--- src/rtl/axi4lite_console_port.sv ---
// axi4lite_console_port: AXI4-lite MMIO slave with a console byte FIFO, a sticky pass flag and a sticky
// undecoded-address flag. Define CONSOLE_DROP_EN to drop (and count) bytes written to a full FIFO instead of stalling.
module axi4lite_console_port #(
    parameter int unsigned DEPTH        = 16,
    parameter logic [31:0] CONSOLE_ADDR = 32'h1000_0000,
    parameter logic [31:0] PASS_ADDR    = 32'h2000_0000,
    parameter logic [31:0] PASS_VALUE   = 32'd123456789
) (
    input  logic        clk,
    input  logic        reset,
    input  logic        mem_axi_awvalid,
    output logic        mem_axi_awready,
    input  logic [31:0] mem_axi_awaddr,
    input  logic [2:0]  mem_axi_awprot,
    input  logic        mem_axi_wvalid,
    output logic        mem_axi_wready,
    input  logic [31:0] mem_axi_wdata,
    input  logic [3:0]  mem_axi_wstrb,
    output logic        mem_axi_bvalid,
    input  logic        mem_axi_bready,
    input  logic        mem_axi_arvalid,
    output logic        mem_axi_arready,
    input  logic [31:0] mem_axi_araddr,
    input  logic [2:0]  mem_axi_arprot,
    output logic        mem_axi_rvalid,
    input  logic        mem_axi_rready,
    output logic [31:0] mem_axi_rdata,
    output logic        tx_valid,
    input  logic        tx_ready,
    output logic [7:0]  tx_data,
    output logic        tests_passed,
    output logic        addr_err,
    output logic [1:0]  dbg_wr_state_o,
    output logic        dbg_rd_state_o
);

    // Handshakes: a transfer happens on a rising edge where valid && ready are both high; a valid, once
    // raised, is held with its payload stable until that edge.
    localparam int unsigned AW = $clog2(DEPTH);

    typedef enum logic [1:0] {
        W_IDLE = 2'd0,
        W_EXEC = 2'd1,
        W_RESP = 2'd2
    } w_state_e;

    typedef enum logic {
        R_IDLE = 1'b0,
        R_RESP = 1'b1
    } r_state_e;

    w_state_e w_state_q;
    r_state_e r_state_q;

    logic        awready_q, wready_q, bvalid_q;
    logic        aw_held_q, w_held_q;
    logic [31:0] awaddr_q, wdata_q;
    logic        wstrb0_q;
    logic        tests_passed_q;
    logic        arready_q, rvalid_q;
    logic [31:0] rdata_q;
    logic        addr_err_q;

    logic [7:0]    mem_q [DEPTH];
    logic [AW-1:0] wr_ptr_q, rd_ptr_q;
    logic [AW:0]   level_q;

    logic        aw_hs, w_hs, ar_hs, aw_have, w_have;
    logic        wr_console, wr_pass, wr_push_req, wr_stall;
    logic        push, pop, fifo_full, fifo_empty;
    logic        wr_bad, rd_bad;
    logic [7:0]  level8;
    logic [15:0] drop_cnt;
    logic [31:0] rd_value_d;
    logic        unused_ok;

    assign unused_ok = ^{mem_axi_awprot, mem_axi_arprot, mem_axi_wstrb[3:1]};

    assign aw_hs   = mem_axi_awvalid && awready_q;
    assign w_hs    = mem_axi_wvalid && wready_q;
    assign ar_hs   = mem_axi_arvalid && arready_q;
    assign aw_have = aw_held_q || aw_hs;
    assign w_have  = w_held_q || w_hs;

    assign wr_console  = (awaddr_q == CONSOLE_ADDR);
    assign wr_pass     = (awaddr_q == PASS_ADDR);
    assign wr_push_req = (w_state_q == W_EXEC) && wr_console && wstrb0_q;

    assign fifo_empty = (level_q == '0);
    assign fifo_full  = (level_q == (AW + 1)'(DEPTH));
    assign pop        = !fifo_empty && tx_ready;
    // A full FIFO still accepts the byte when the head leaves on the same edge.
    assign push       = wr_push_req && (!fifo_full || pop);

`ifdef CONSOLE_DROP_EN
    logic        drop;
    logic [15:0] drop_cnt_q;

    assign drop     = wr_push_req && fifo_full && !pop;
    assign wr_stall = 1'b0;
    assign drop_cnt = drop_cnt_q;

    always_ff @(posedge clk or posedge reset) begin
        if (reset) begin
            drop_cnt_q <= 16'h0;
        end else if (drop && (drop_cnt_q != 16'hFFFF)) begin
            drop_cnt_q <= drop_cnt_q + 16'd1;
        end
    end
`else
    assign wr_stall = wr_push_req && fifo_full && !pop;
    assign drop_cnt = 16'h0;
`endif

    // Write channel: collect AW and W in any order, execute once, then respond.
    always_ff @(posedge clk or posedge reset) begin
        if (reset) begin
            w_state_q      <= W_IDLE;
            awready_q      <= 1'b0;
            wready_q       <= 1'b0;
            bvalid_q       <= 1'b0;
            aw_held_q      <= 1'b0;
            w_held_q       <= 1'b0;
            awaddr_q       <= 32'h0;
            wdata_q        <= 32'h0;
            wstrb0_q       <= 1'b0;
            tests_passed_q <= 1'b0;
        end else begin
            case (w_state_q)
                W_IDLE: begin
                    if (aw_hs) begin
                        awaddr_q  <= mem_axi_awaddr;
                        aw_held_q <= 1'b1;
                    end
                    if (w_hs) begin
                        wdata_q  <= mem_axi_wdata;
                        wstrb0_q <= mem_axi_wstrb[0];
                        w_held_q <= 1'b1;
                    end
                    if (aw_have && w_have) begin
                        w_state_q <= W_EXEC;
                        awready_q <= 1'b0;
                        wready_q  <= 1'b0;
                    end else begin
                        awready_q <= !aw_have;
                        wready_q  <= !w_have;
                    end
                end
                W_EXEC: begin
                    if (!wr_stall) begin
                        w_state_q <= W_RESP;
                        bvalid_q  <= 1'b1;
                        aw_held_q <= 1'b0;
                        w_held_q  <= 1'b0;
                        if (wr_pass && (wdata_q == PASS_VALUE)) begin
                            tests_passed_q <= 1'b1;
                        end
                    end
                end
                W_RESP: begin
                    if (mem_axi_bready) begin
                        w_state_q <= W_IDLE;
                        bvalid_q  <= 1'b0;
                        awready_q <= 1'b1;
                        wready_q  <= 1'b1;
                    end
                end
                default: begin
                    w_state_q <= W_IDLE;
                end
            endcase
        end
    end

    assign level8 = 8'(level_q);

    always_comb begin
        rd_value_d = 32'hDEAD_BEEF;
        if (mem_axi_araddr == CONSOLE_ADDR + 32'd4) begin
            rd_value_d = {drop_cnt, 7'b0, fifo_full, level8};
        end else if (mem_axi_araddr == CONSOLE_ADDR) begin
            rd_value_d = 32'h0;
        end
    end

    always_ff @(posedge clk or posedge reset) begin
        if (reset) begin
            r_state_q <= R_IDLE;
            arready_q <= 1'b0;
            rvalid_q  <= 1'b0;
            rdata_q   <= 32'h0;
        end else begin
            case (r_state_q)
                R_IDLE: begin
                    arready_q <= 1'b1;
                    if (ar_hs) begin
                        r_state_q <= R_RESP;
                        arready_q <= 1'b0;
                        rvalid_q  <= 1'b1;
                        rdata_q   <= rd_value_d;
                    end
                end
                R_RESP: begin
                    if (mem_axi_rready) begin
                        r_state_q <= R_IDLE;
                        arready_q <= 1'b1;
                        rvalid_q  <= 1'b0;
                    end
                end
                default: begin
                    r_state_q <= R_IDLE;
                end
            endcase
        end
    end

    assign wr_bad = (w_state_q == W_EXEC) && !wr_console && !wr_pass;
    assign rd_bad = ar_hs && (mem_axi_araddr != CONSOLE_ADDR) && (mem_axi_araddr != CONSOLE_ADDR + 32'd4);

    always_ff @(posedge clk or posedge reset) begin
        if (reset) begin
            addr_err_q <= 1'b0;
        end else if (wr_bad || rd_bad) begin
            addr_err_q <= 1'b1;
        end
    end

    // Storage is not reset: emptiness is carried entirely by the pointers and level.
    always_ff @(posedge clk) begin
        if (push) begin
            mem_q[wr_ptr_q] <= wdata_q[7:0];
        end
    end

    always_ff @(posedge clk or posedge reset) begin
        if (reset) begin
            wr_ptr_q <= '0;
            rd_ptr_q <= '0;
            level_q  <= '0;
        end else begin
            if (push) begin
                wr_ptr_q <= wr_ptr_q + AW'(1);
            end
            if (pop) begin
                rd_ptr_q <= rd_ptr_q + AW'(1);
            end
            case ({push, pop})
                2'b10:   level_q <= level_q + (AW + 1)'(1);
                2'b01:   level_q <= level_q - (AW + 1)'(1);
                default: level_q <= level_q;
            endcase
        end
    end

    assign mem_axi_awready = awready_q;
    assign mem_axi_wready  = wready_q;
    assign mem_axi_bvalid  = bvalid_q;
    assign mem_axi_arready = arready_q;
    assign mem_axi_rvalid  = rvalid_q;
    assign mem_axi_rdata   = rdata_q;
    assign tx_valid        = !fifo_empty;
    assign tx_data         = fifo_empty ? 8'h00 : mem_q[rd_ptr_q];
    assign tests_passed    = tests_passed_q;
    assign addr_err        = addr_err_q;
    assign dbg_wr_state_o  = w_state_q;
    assign dbg_rd_state_o  = r_state_q;

endmodule

--- config.mk ---
export PLATFORM = sky130hd
export DESIGN_NAME = axi4lite_console_port
export DESIGN_NICKNAME = d
export VERILOG_FILES = /design/src/rtl/axi4lite_console_port.sv
export SDC_FILE = /design/constraint.sdc
export NUM_CORES = 1
export LEC_CHECK = 0
export ABC_AREA = 1
export CAP_MARGIN = 20
export CORE_AREA = 2 2 142 144
export DETAILED_ROUTE_END_ITERATION = 8
export DIE_AREA = 0 0 144 146
export PLACE_DENSITY_LB_ADDON = 0.2
export RECOVER_POWER = 25
export SKIP_LAST_GASP = 1
export SLEW_MARGIN = 20
export SYNTH_ARGS = -nofsm -noshare
export SYNTH_HDL_FRONTEND = slang
export SYNTH_SLANG_ARGS = --single-unit
--- constraint.sdc ---
create_clock -name clk -period 9.29 [get_ports clk]
set_clock_uncertainty 0.1 [all_clocks]
set_input_delay 1.858 -clock clk [delete_from_list [all_inputs] [get_ports clk]]
set_output_delay 1.858 -clock clk [all_outputs]
set_load 0.05 [all_outputs]
==> flow_metrics.env, run 1 <==
export IMPL_synth_avg_cell_area_um2=11.7
export IMPL_core_mm2=0.0193
export IMPL_dieArea_mm2=0.0210
export IMPL_reg2reg_slack_ns=6.66
export IMPL_rsz0062_at_grt="false"
export IMPL_setup_violations=0
export IMPL_grt_antenna_before_repair=0
export IMPL_grt_pass1_wl_mm=33.0
export IMPL_cts_path_max_buffers=3
export IMPL_p_sw_uw=1320
export IMPL_antenna_cells=0
export IMPL_dpl_hpwl_mm=13.4
export IMPL_cts_clk_slew_worst_paths_ns=0.06
export IMPL_reg2reg_to="mem_q[9][4]$_DFFE_PP_"
export IMPL_synthCells=829
export IMPL_nFillCells=1556
export IMPL_min_period_ns=5.62
export IMPL_whs_ns=0.365
export IMPL_drtPass1Iterations=5
export IMPL_power_frac_clock_pct=26.2
export IMPL_max_cap_violations=0
export IMPL_seq_power_share_pct=41.2
export IMPL_start_util_pct=50.0
export IMPL_max_freq_mhz=178
export IMPL_power_leakage_uw=0.00456
export IMPL_grt_use_total_pct=19.9
export IMPL_viasPerCell=5.25
export IMPL_netlist_top_cells_count="nor2_1, edfxtp_1, dfrtp_1"
export IMPL_slew_viol_final=0
export IMPL_relSlewSlack_pct=29.6
export IMPL_pre_cts_slack_ns=4.23
export IMPL_endpoint_kind="output pin"
export IMPL_drt_met1_wl_mm=8.80
export IMPL_num_io_pins=165
export IMPL_ant_nets=0
export IMPL_layout_setup_ws_ns=3.67
export IMPL_yosys_register_bits=225
export IMPL_power_internal_uw=2380
export IMPL_syn_area_mm2=0.00966
export IMPL_clock_root_buffer="clkbuf_16"
export IMPL_routed_top_layer="met4"
export IMPL_tritoncts="done"
export IMPL_synth_top_area_share_pct=39.8
export IMPL_cts_setup_buffers=0
export IMPL_dr_wl_met3_mm=1.38
export IMPL_synthTopCellsByArea="edfxtp_1, dfrtp_1, mux2_2, nor2_1, o21ai_0"
export IMPL_r2r_start="dbg_wr_state_o[0]$_DFFE_PP0P_"
export IMPL_yosysWarnings=0
export IMPL_r2r_cells=8
export IMPL_insertion_delay_ns=0.51
export IMPL_critPathLaunch="rd_ptr_q[0]$_DFFE_PP0P_"
export IMPL_cts_hold_buf=0
export IMPL_path_class="register to output pin"
export IMPL_irDropWorstVdd_uv=175
export IMPL_layout_drive_gt1_share_pct=11.3
export IMPL_grt_pass1_vias=6326
export IMPL_p_comb_share_pct=32.6
export IMPL_cts_sinks=225
export IMPL_seq_area_frac_synth_pct=64.9
export IMPL_drc=0
export IMPL_area_growth_pct=24.1
export IMPL_gp_congestion=0.815
export IMPL_switching_share_pct=35.7
export IMPL_htree_levels=1
export IMPL_synth_most_common_cell="nor2_1"
export IMPL_fin_nets=1078
export IMPL_stdcell_count=1238
export IMPL_post_route_period_util_pct=60.5
export IMPL_timing_hold_violations_final=0
export IMPL_die_h_um=146
export IMPL_std_cell_rows=51
export IMPL_synth_edf_count=128
export IMPL_crit_path_end="tx_data[4]"
export IMPL_gr_total_overflow=0
export IMPL_place_inst=1194
export IMPL_cts_made_buffers=24
export IMPL_min_path_type="register to register"
export IMPL_avgRoutedWirePerCell_um=16.8
export IMPL_hold_path_depth=2
export IMPL_die_x_um=144
export IMPL_worst_ep_required_time_ns=7.33
export IMPL_setup_tns_ns=0
export IMPL_wl_met2_mm=10.2
export IMPL_cp_arrival_ns=3.66
export IMPL_synthFlopType="edfxtp_1"
export IMPL_synthArstFlopShare_pct=43.1
export IMPL_grt_max_degree=67
export IMPL_num_vias=6500
export IMPL_critPathMaxFanout=66
export IMPL_wl_mm=20.9
export IMPL_status="finished, final reports clean"
export IMPL_initialDrtViolationCount=458
export IMPL_cts_resized=0
export IMPL_synth_largest_area_cell="edfxtp_1"
export IMPL_cp_start_kind="register"
export IMPL_io_buffers=149
export IMPL_netlist_cell_type_count=36
export IMPL_power_density_mw_per_mm2=309
export IMPL_tightest_slew_ns=1.05
## critical path, stage by stage, from the launching register on
cell and delay [ns]:
dfrtp_1 0.35, buf_4 0.32, inv_2 0.10, buf_4 0.54, o21ai_0 0.19, o22ai_1 0.18, nor2_1 0.10, nor2_1 0.17
o21ai_0 0.17, a21oi_1 0.18, clkdlybuf4s50_1 0.82
## state kept, by name, summed over array words and instances, names as in the netlist
register	flops
wdata_q	32
rd_ptr_q	4
dbg_wr_state_o	2
mem_axi_wready	1
level_q	5
mem_q	128
wstrb0_q	1
dbg_rd_state_o	1
awaddr_q	32
tests_passed	1
mem_axi_bvalid	1
w_held_q	1
addr_err	1
mem_axi_awready	1
mem_axi_rdata	7
mem_axi_rvalid	1
aw_held_q	1
wr_ptr_q	4
mem_axi_arready	1
## layer usage
layer  GRT usage (%)  vias up
met5               0        -
met4            5.74        0
met3            4.51       47
met2            32.5      197
met1            26.7     3114
li1                -     3142
## stage by stage
stage          util, %  total power, uW  cell area [um^2]
2_1_floorplan        -             2360              9680
3_3_place_gp      57.8             2720             11200
3_5_place_dp      57.8             2750             11200
4_1_cts           62.0             3730             12000
5_1_grt           62.0             3910             12000
6_report          62.0             3700             12000
## cell families after synthesis
family / Yosys count / synth area share, %
xor gates and xnor gates: 9 / 0.816
buffers and inverters: 110 / 5.79
AOI/OAI and AO/OA: 148 / 8.65
other: 1 / 0.0388
muxes: 49 / 5.71
DFF: 225 / 64.9
and+or+nand+nor: 278 / 12.8
adders and majority gates: 9 / 1.24
## how the worst min path moves through the flow
stage / slack (ns) / endpoint / from
floorplan: 0.34 / aw_held_q$_DFFE_PP0P_ / aw_held_q$_DFFE_PP0P_
global placement: 0.35 / addr_err$_DFFE_PP0P_ / addr_err$_DFFE_PP0P_
detailed placement: 0.36 / addr_err$_DFFE_PP0P_ / addr_err$_DFFE_PP0P_
CTS: 0.37 / addr_err$_DFFE_PP0P_ / addr_err$_DFFE_PP0P_
global route: 0.41 / mem_axi_bvalid$_DFFE_PP0P_ / mem_axi_bvalid$_DFFE_PP0P_
finish: 0.37 / addr_err$_DFFE_PP0P_ / addr_err$_DFFE_PP0P_
## layout by cell type (no fill, tap or decap), types with 2 or more instances in the layout
cell	n
dfrtp_1	97
clkdlybuf4s50_1	149
edfxtp_1	128
nor2_2	3
nor3_1	5
o22ai_1	12
clkinv_2	4
nand4_1	11
a21oi_1	33
nand3_1	29
nor4_1	14
conb_1	6
bufinv_16	3
inv_1	45
ha_1	8
xor2_1	9
nand2_1	57
mux2_2	49
or2_2	2
nand2_2	4
nor2_1	145
clkbuf_1	8
buf_4	5
o21ai_0	79
nor3_2	2
clkbuf_8	3
nand2_4	2
clkinv_1	3
o21ai_1	2
inv_2	3
clkbuf_16	25
o221ai_1	20
## power groups by stage
stage	registers, uW	clock network [uW]	logic (uW)
3_3_place_gp	1540	0	1180
2_1_floorplan	1510	0	848
3_5_place_dp	1540	0	1210
5_1_grt	1560	1030	1320
4_1_cts	1530	986	1210
6_report	1530	970	1210
## cell type report
cell class,count,area (um^2),share of cell area (%)
Clock buffer,36,697,5.82
Clock inverter,8,114,0.950
Inverter,51,194,1.62
Multi-Input combinational cell,499,2850,23.8
Sequential cell,225,6270,52.3
Tap cell,265,332,2.77
Timing Repair Buffer,154,1530,12.8
Note: power is estimated with default switching activity, not from simulation.
==> run 2: changes to the inputs <==
Settings changed: CORE_AREA 2 2 142 144 to 2 2 145 147, DIE_AREA 0 0 144 146 to 0 0 147 149.
Clock period 9.29 ns to 4.75 ns, I/O delays scaled along.
==> flow_metrics.env, run 2 (synthesis gave the netlist of run 1 again) <==
export IMPL_tightest_slew_ns=0.939
export IMPL_io_buffers=149
export IMPL_std_cell_rows=53
export IMPL_cts_clk_slew_worst_paths_ns=0.06
export IMPL_mostFrequentLayoutCells="nor2_1, clkdlybuf4s50_1, edfxtp_1, dfrtp_1, o21ai_0"
export IMPL_cts_made_buffers=24
export IMPL_worst_ep_required_time_ns=3.70
export IMPL_post_route_period_util_pct=87.5
export IMPL_ant_nets=0
export IMPL_layout_drive_gt1_share_pct=12.4
export IMPL_gp_congestion=0.781
export IMPL_cp_start_kind="register"
export IMPL_tritoncts="done"
export IMPL_clock_root_buffer="clkbuf_16"
export IMPL_grt_pass1_wl_mm=33.1
export IMPL_timing_hold_violations_final=0
export IMPL_grt_use_total_pct=19.1
export IMPL_wl_mm=20.9
export IMPL_dieArea_mm2=0.0219
export IMPL_cts_hold_buf=0
export IMPL_min_path_type="register to register"
export IMPL_rsz0062_at_grt="false"
export IMPL_crit_chain="inv_1 -> o21ai_0 -> o221ai_1 -> nand3_1 -> a21oi_1 -> clkdlybuf4s50_1"
export IMPL_cts_setup_buffers=0
export IMPL_area_growth_pct=24.7
export IMPL_gr_total_overflow=0
export IMPL_cts_sinks=225
export IMPL_critPathMaxFanout=22
export IMPL_cts_path_max_buffers=3
export IMPL_die_x_um=147
export IMPL_layout_setup_ws_ns=0.596
export IMPL_viasPerCell=5.16
export IMPL_path_class="register to output pin"
export IMPL_pre_cts_slack_ns=1.11
export IMPL_min_period_ns=4.15
export IMPL_die_h_um=149
export IMPL_setup_tns_ns=0
export IMPL_slowest_stage="clkdlybuf4s50_1"
export IMPL_max_freq_mhz=241
export IMPL_relSlewSlack_pct=37.4
export IMPL_num_vias=6459
export IMPL_antenna_cells=0
export IMPL_nFillCells=1702
export IMPL_irDropWorstVdd_uv=378
export IMPL_avgRoutedWirePerCell_um=16.7
export IMPL_slew_viol_final=0
export IMPL_reg_top3="mem_q x128, awaddr_q x32, wdata_q x32"
export IMPL_fin_nets=1082
export IMPL_core_mm2=0.0206
export IMPL_grt_antenna_before_repair=0
export IMPL_endpoint_kind="output pin"
export IMPL_status="finished, final reports clean"
export IMPL_initialDrtViolationCount=334
export IMPL_grt_max_degree=77
export IMPL_insertion_delay_ns=0.51
export IMPL_grt_pass1_vias=6339
export IMPL_drtPass1Iterations=5
export IMPL_drc=0
export IMPL_start_util_pct=47.0
export IMPL_max_stage_delay_ns=0.84
export IMPL_setup_violations=0
export IMPL_htree_levels=1
export IMPL_power_density_mw_per_mm2=607
export IMPL_dpl_hpwl_mm=13.8
export IMPL_largest_register_ffs=128
export IMPL_max_cap_violations=0
export IMPL_power_leakage_uw=0.00461
export IMPL_final_common_cell="nor2_1"
export IMPL_cts_resized=0
export IMPL_num_io_pins=165
export IMPL_top_register="mem_q"
export IMPL_cp_arrival_ns=3.10
==> run 2: cell count changes in the layout (fill, tap and decap cells not counted) <==
| cell | before | now |
|---|---|---|
| buf_4 | 5 | 15 |
| bufinv_16 | 3 | 5 |
| clkbuf_1 | 8 | 4 |
| clkbuf_8 | 3 | 1 |
| clkdlybuf4s50_1 | 149 | 143 |
| clkinv_1 | 3 | 6 |
| inv_1 | 45 | 46 |
| nand2_1 | 57 | 56 |
| nand2_2 | 4 | 5 |
==> run 2: routing by layer <==
metal | routed length (um) | share of wire [%] | global-route usage [%]
met5 | 0 | 0 | 0
met4 | 458 | 2.2 | 5.58
met3 | 1350 | 6.5 | 4.43
met2 | 10200 | 49 | 31.3
met1 | 8850 | 42 | 25.8
==> run 2: power breakdown <==
group | internal [uW] | total, uW | switching, uW
clock | 1240 | 1960 | 719
combinational | 899 | 2390 | 1490
sequential | 2590 | 2960 | 371
==> run 2: final timing paths <==
path	depth (start not counted)	from	slack (ns)	endpoint
worst max-delay path	6	rd_ptr_q[1]$_DFFE_PP0P_	0.60	tx_data[0]
worst min-delay path	2	aw_held_q$_DFFE_PP0P_	0.37	aw_held_q$_DFFE_PP0P_
worst max register to register	9	awaddr_q[23]$_DFFE_PP0P_	2.10	mem_q[12][7]$_DFFE_PP_
worst min register to register	2	aw_held_q$_DFFE_PP0P_	0.37	aw_held_q$_DFFE_PP0P_
max in group asynchronous	3	reset	2.80	mem_axi_arready$_DFFE_PP0P_
min in group asynchronous	2	reset	0.91	awaddr_q[1]$_DFFE_PP0P_
==> run 2: area by class of cell <==
cell class / instances / area (um^2) / share of cell area [%]
sequential: 225 / 6270 / 52.1
multi-input combinational: 499 / 2850 / 23.7
timing repair buffer: 158 / 1540 / 12.8
clock buffer: 30 / 654 / 5.43
tap: 275 / 344 / 2.86
inverter: 51 / 194 / 1.61
clock inverter: 14 / 189 / 1.57
==> run 2: through the flow <==
stage	util, %	std cells	area (um^2)	hold WS [ns]	power, uW
after floorplan	-	834	9680	0.342	4610
after global placement	54.5	1208	11200	0.349	5330
after detailed placement	54.5	1208	11200	0.361	5390
after CTS	58.6	1252	12000	0.378	7370
after global routing	58.6	1252	12000	0.398	7740
final	58.6	1252	12000	0.372	7310
==> run 2: critical path: cells and delay by family (launching register included) <==
family | cells | cell delay, ns
compound gates | 3 | 0.69
flops | 1 | 0.38
buf+inv | 2 | 1.40
simple gates | 1 | 0.12
==> run 3: changes to the inputs <==
Settings changed: CORE_AREA 2 2 145 147 to 2 2 159 161, DIE_AREA 0 0 147 149 to 0 0 161 163.
==> flow_metrics.env, run 3 (synthesis gave the netlist of run 1 again) <==
export IMPL_power_leakage_uw=0.00456
export IMPL_timing_hold_violations_final=0
export IMPL_worst_ep_required_time_ns=3.70
export IMPL_num_vias=6472
export IMPL_clock_root_buffer="clkbuf_16"
export IMPL_power_frac_clock_pct=24.5
export IMPL_endpoint_kind="output pin"
export IMPL_grt_pass1_wl_mm=34.0
export IMPL_gr_total_overflow=0
export IMPL_busiest_layer="met2"
export IMPL_cts_clk_slew_worst_paths_ns=0.05
export IMPL_viasPerCell=4.95
export IMPL_cts_hold_buf=0
export IMPL_insertion_delay_ns=0.52
export IMPL_cts_resized=0
export IMPL_reg2reg_slack_ns=2.11
export IMPL_std_cell_rows=58
export IMPL_io_buffers=149
export IMPL_critPathMaxFanout=39
export IMPL_antenna_cells=0
export IMPL_grt_pass1_vias=6479
export IMPL_cp_start_kind="register"
export IMPL_r2r_start="awaddr_q[21]$_DFFE_PP0P_"
export IMPL_grt_max_degree=66
export IMPL_grt_use_met3_pct=4.20
export IMPL_layout_drive_gt1_share_pct=12.3
export IMPL_switching_share_pct=36.9
export IMPL_reg_top3="mem_q x128, awaddr_q x32, wdata_q x32"
export IMPL_wl_mm=22.0
export IMPL_slew_viol_final=0
export IMPL_post_route_period_util_pct=81.7
export IMPL_min_path_type="register to register"
export IMPL_power_density_mw_per_mm2=592
export IMPL_drtPass1Iterations=5
export IMPL_gp_congestion=0.766
export IMPL_reg2reg_to="mem_q[9][7]$_DFFE_PP_"
export IMPL_power_internal_uw=4480
export IMPL_final_common_cell="nor2_1"
export IMPL_setup_violations=0
export IMPL_use_met1_pct=22.0
export IMPL_ant_nets=0
export IMPL_largest_register_ffs=128
export IMPL_avgRoutedWirePerCell_um=16.8
export IMPL_cts_path_max_buffers=3
export IMPL_grt_use_total_pct=16.6
export IMPL_tritoncts="done"
export IMPL_irDropWorstVdd_uv=584
export IMPL_r2r_cells=9
export IMPL_max_cap_violations=0
export IMPL_grt_util_met2_pct=26.9
export IMPL_drc=0
export IMPL_die_h_um=163
export IMPL_dpl_cell_area_mm2=0.0113
export IMPL_design_area_mm2=0.0120
export IMPL_relSlewSlack_pct=38.3
export IMPL_core_mm2=0.0247
export IMPL_hold_path_depth=2
export IMPL_dpl_hpwl_mm=14.4
export IMPL_cts_setup_buffers=0
export IMPL_fin_nets=1082
export IMPL_p_comb_share_pct=33.8
export IMPL_top_register="mem_q"
export IMPL_grt_antenna_before_repair=0
export IMPL_die_x_um=161
export IMPL_num_io_pins=165
export IMPL_rsz0062_at_grt="false"
export IMPL_place_inst=1263
export IMPL_mostFrequentLayoutCells="nor2_1, clkdlybuf4s50_1, edfxtp_1, dfrtp_1, o21ai_0"
export IMPL_initialDrtViolationCount=390
export IMPL_max_freq_mhz=258
export IMPL_htree_levels=1
export IMPL_dieArea_mm2=0.0262
export IMPL_p_sw_uw=2620
export IMPL_totalPowerFinal_uw=7100
export IMPL_cp_arrival_ns=2.83
export IMPL_final_util_pct=48.6
export IMPL_path_class="register to output pin"
export IMPL_area_growth_pct=24.2
export IMPL_cts_sinks=225
export IMPL_setup_tns_ns=0
export IMPL_status="finished, final reports clean"
export IMPL_stdcell_count=1307
export IMPL_min_to="addr_err$_DFFE_PP0P_"
export IMPL_tightest_slew_ns=0.922
export IMPL_seq_power_share_pct=41.7
export IMPL_start_util_pct=39.1
export IMPL_holdCritStartpoint="addr_err$_DFFE_PP0P_"
export IMPL_min_period_ns=3.88
export IMPL_cts_made_buffers=24
[run 3: cell count changes in the layout (fill, tap and decap cells not counted)]
cell and change:
bufinv_16 -5, buf_4 +2, clkbuf_1 +2, clkbuf_8 +2
clkdlybuf4s50_1 -2, clkinv_1 +1, clkinv_2 -1, inv_4 +1
[run 3: worst max path at each step]
stage	from	end	slack, ns	cells past startpoint
2_1_floorplan	reset	addr_err$_DFFE_PP0P_	1.17	1
3_3_place_gp	rd_ptr_q[0]$_DFFE_PP0P_	tx_data[0]	1.43	7
3_5_place_dp	rd_ptr_q[0]$_DFFE_PP0P_	tx_data[7]	1.41	7
4_1_cts	rd_ptr_q[0]$_DFFE_PP0P_	tx_data[7]	0.87	7
5_1_grt	rd_ptr_q[0]$_DFFE_PP0P_	tx_data[7]	0.76	7
6_report	rd_ptr_q[0]$_DFFE_PP0P_	tx_data[7]	0.87	7
[run 3: layout make-up]
cell class | instances | area [um^2]
Tap cell | 330 | 413
Timing Repair Buffer | 158 | 1540
Fill cell | 2288 | 12700
Clock inverter | 10 | 43.8
Clock buffer | 34 | 689
Inverter | 51 | 194
Sequential cell | 225 | 6270
Multi-Input combinational cell | 499 | 2850
[run 3: routing by layer]
metal / part of all wire (%) / wire [um]
met5: 0 / 0
met4: 2.7 / 597
met3: 6.5 / 1430
met2: 46 / 10200
met1: 44 / 9740
[run 3: power groups by stage]
stage	clock network (uW)	registers, uW	logic (uW)
2_1_floorplan	0	2950	1660
3_3_place_gp	0	2990	2370
3_5_place_dp	0	3000	2410
4_1_cts	1780	2970	2420
5_1_grt	1860	3020	2630
6_report	1740	2960	2400
[run 3: worst max-delay path, stage by stage (launching register included)]
cell	delay (ns)
dfrtp_1	0.38
inv_2	0.50
buf_4	0.42
o21ai_0	0.12
o221ai_1	0.22
nand3_1	0.15
a21oi_1	0.27
buf_4	0.26
[run 3: through the flow]
step / setup slack (ns) / hold WS [ns]
2_1_floorplan: 1.17 / 0.342
3_3_place_gp: 1.43 / 0.353
3_5_place_dp: 1.41 / 0.358
4_1_cts: 0.867 / 0.379
5_1_grt: 0.759 / 0.404
6_report: 0.869 / 0.373
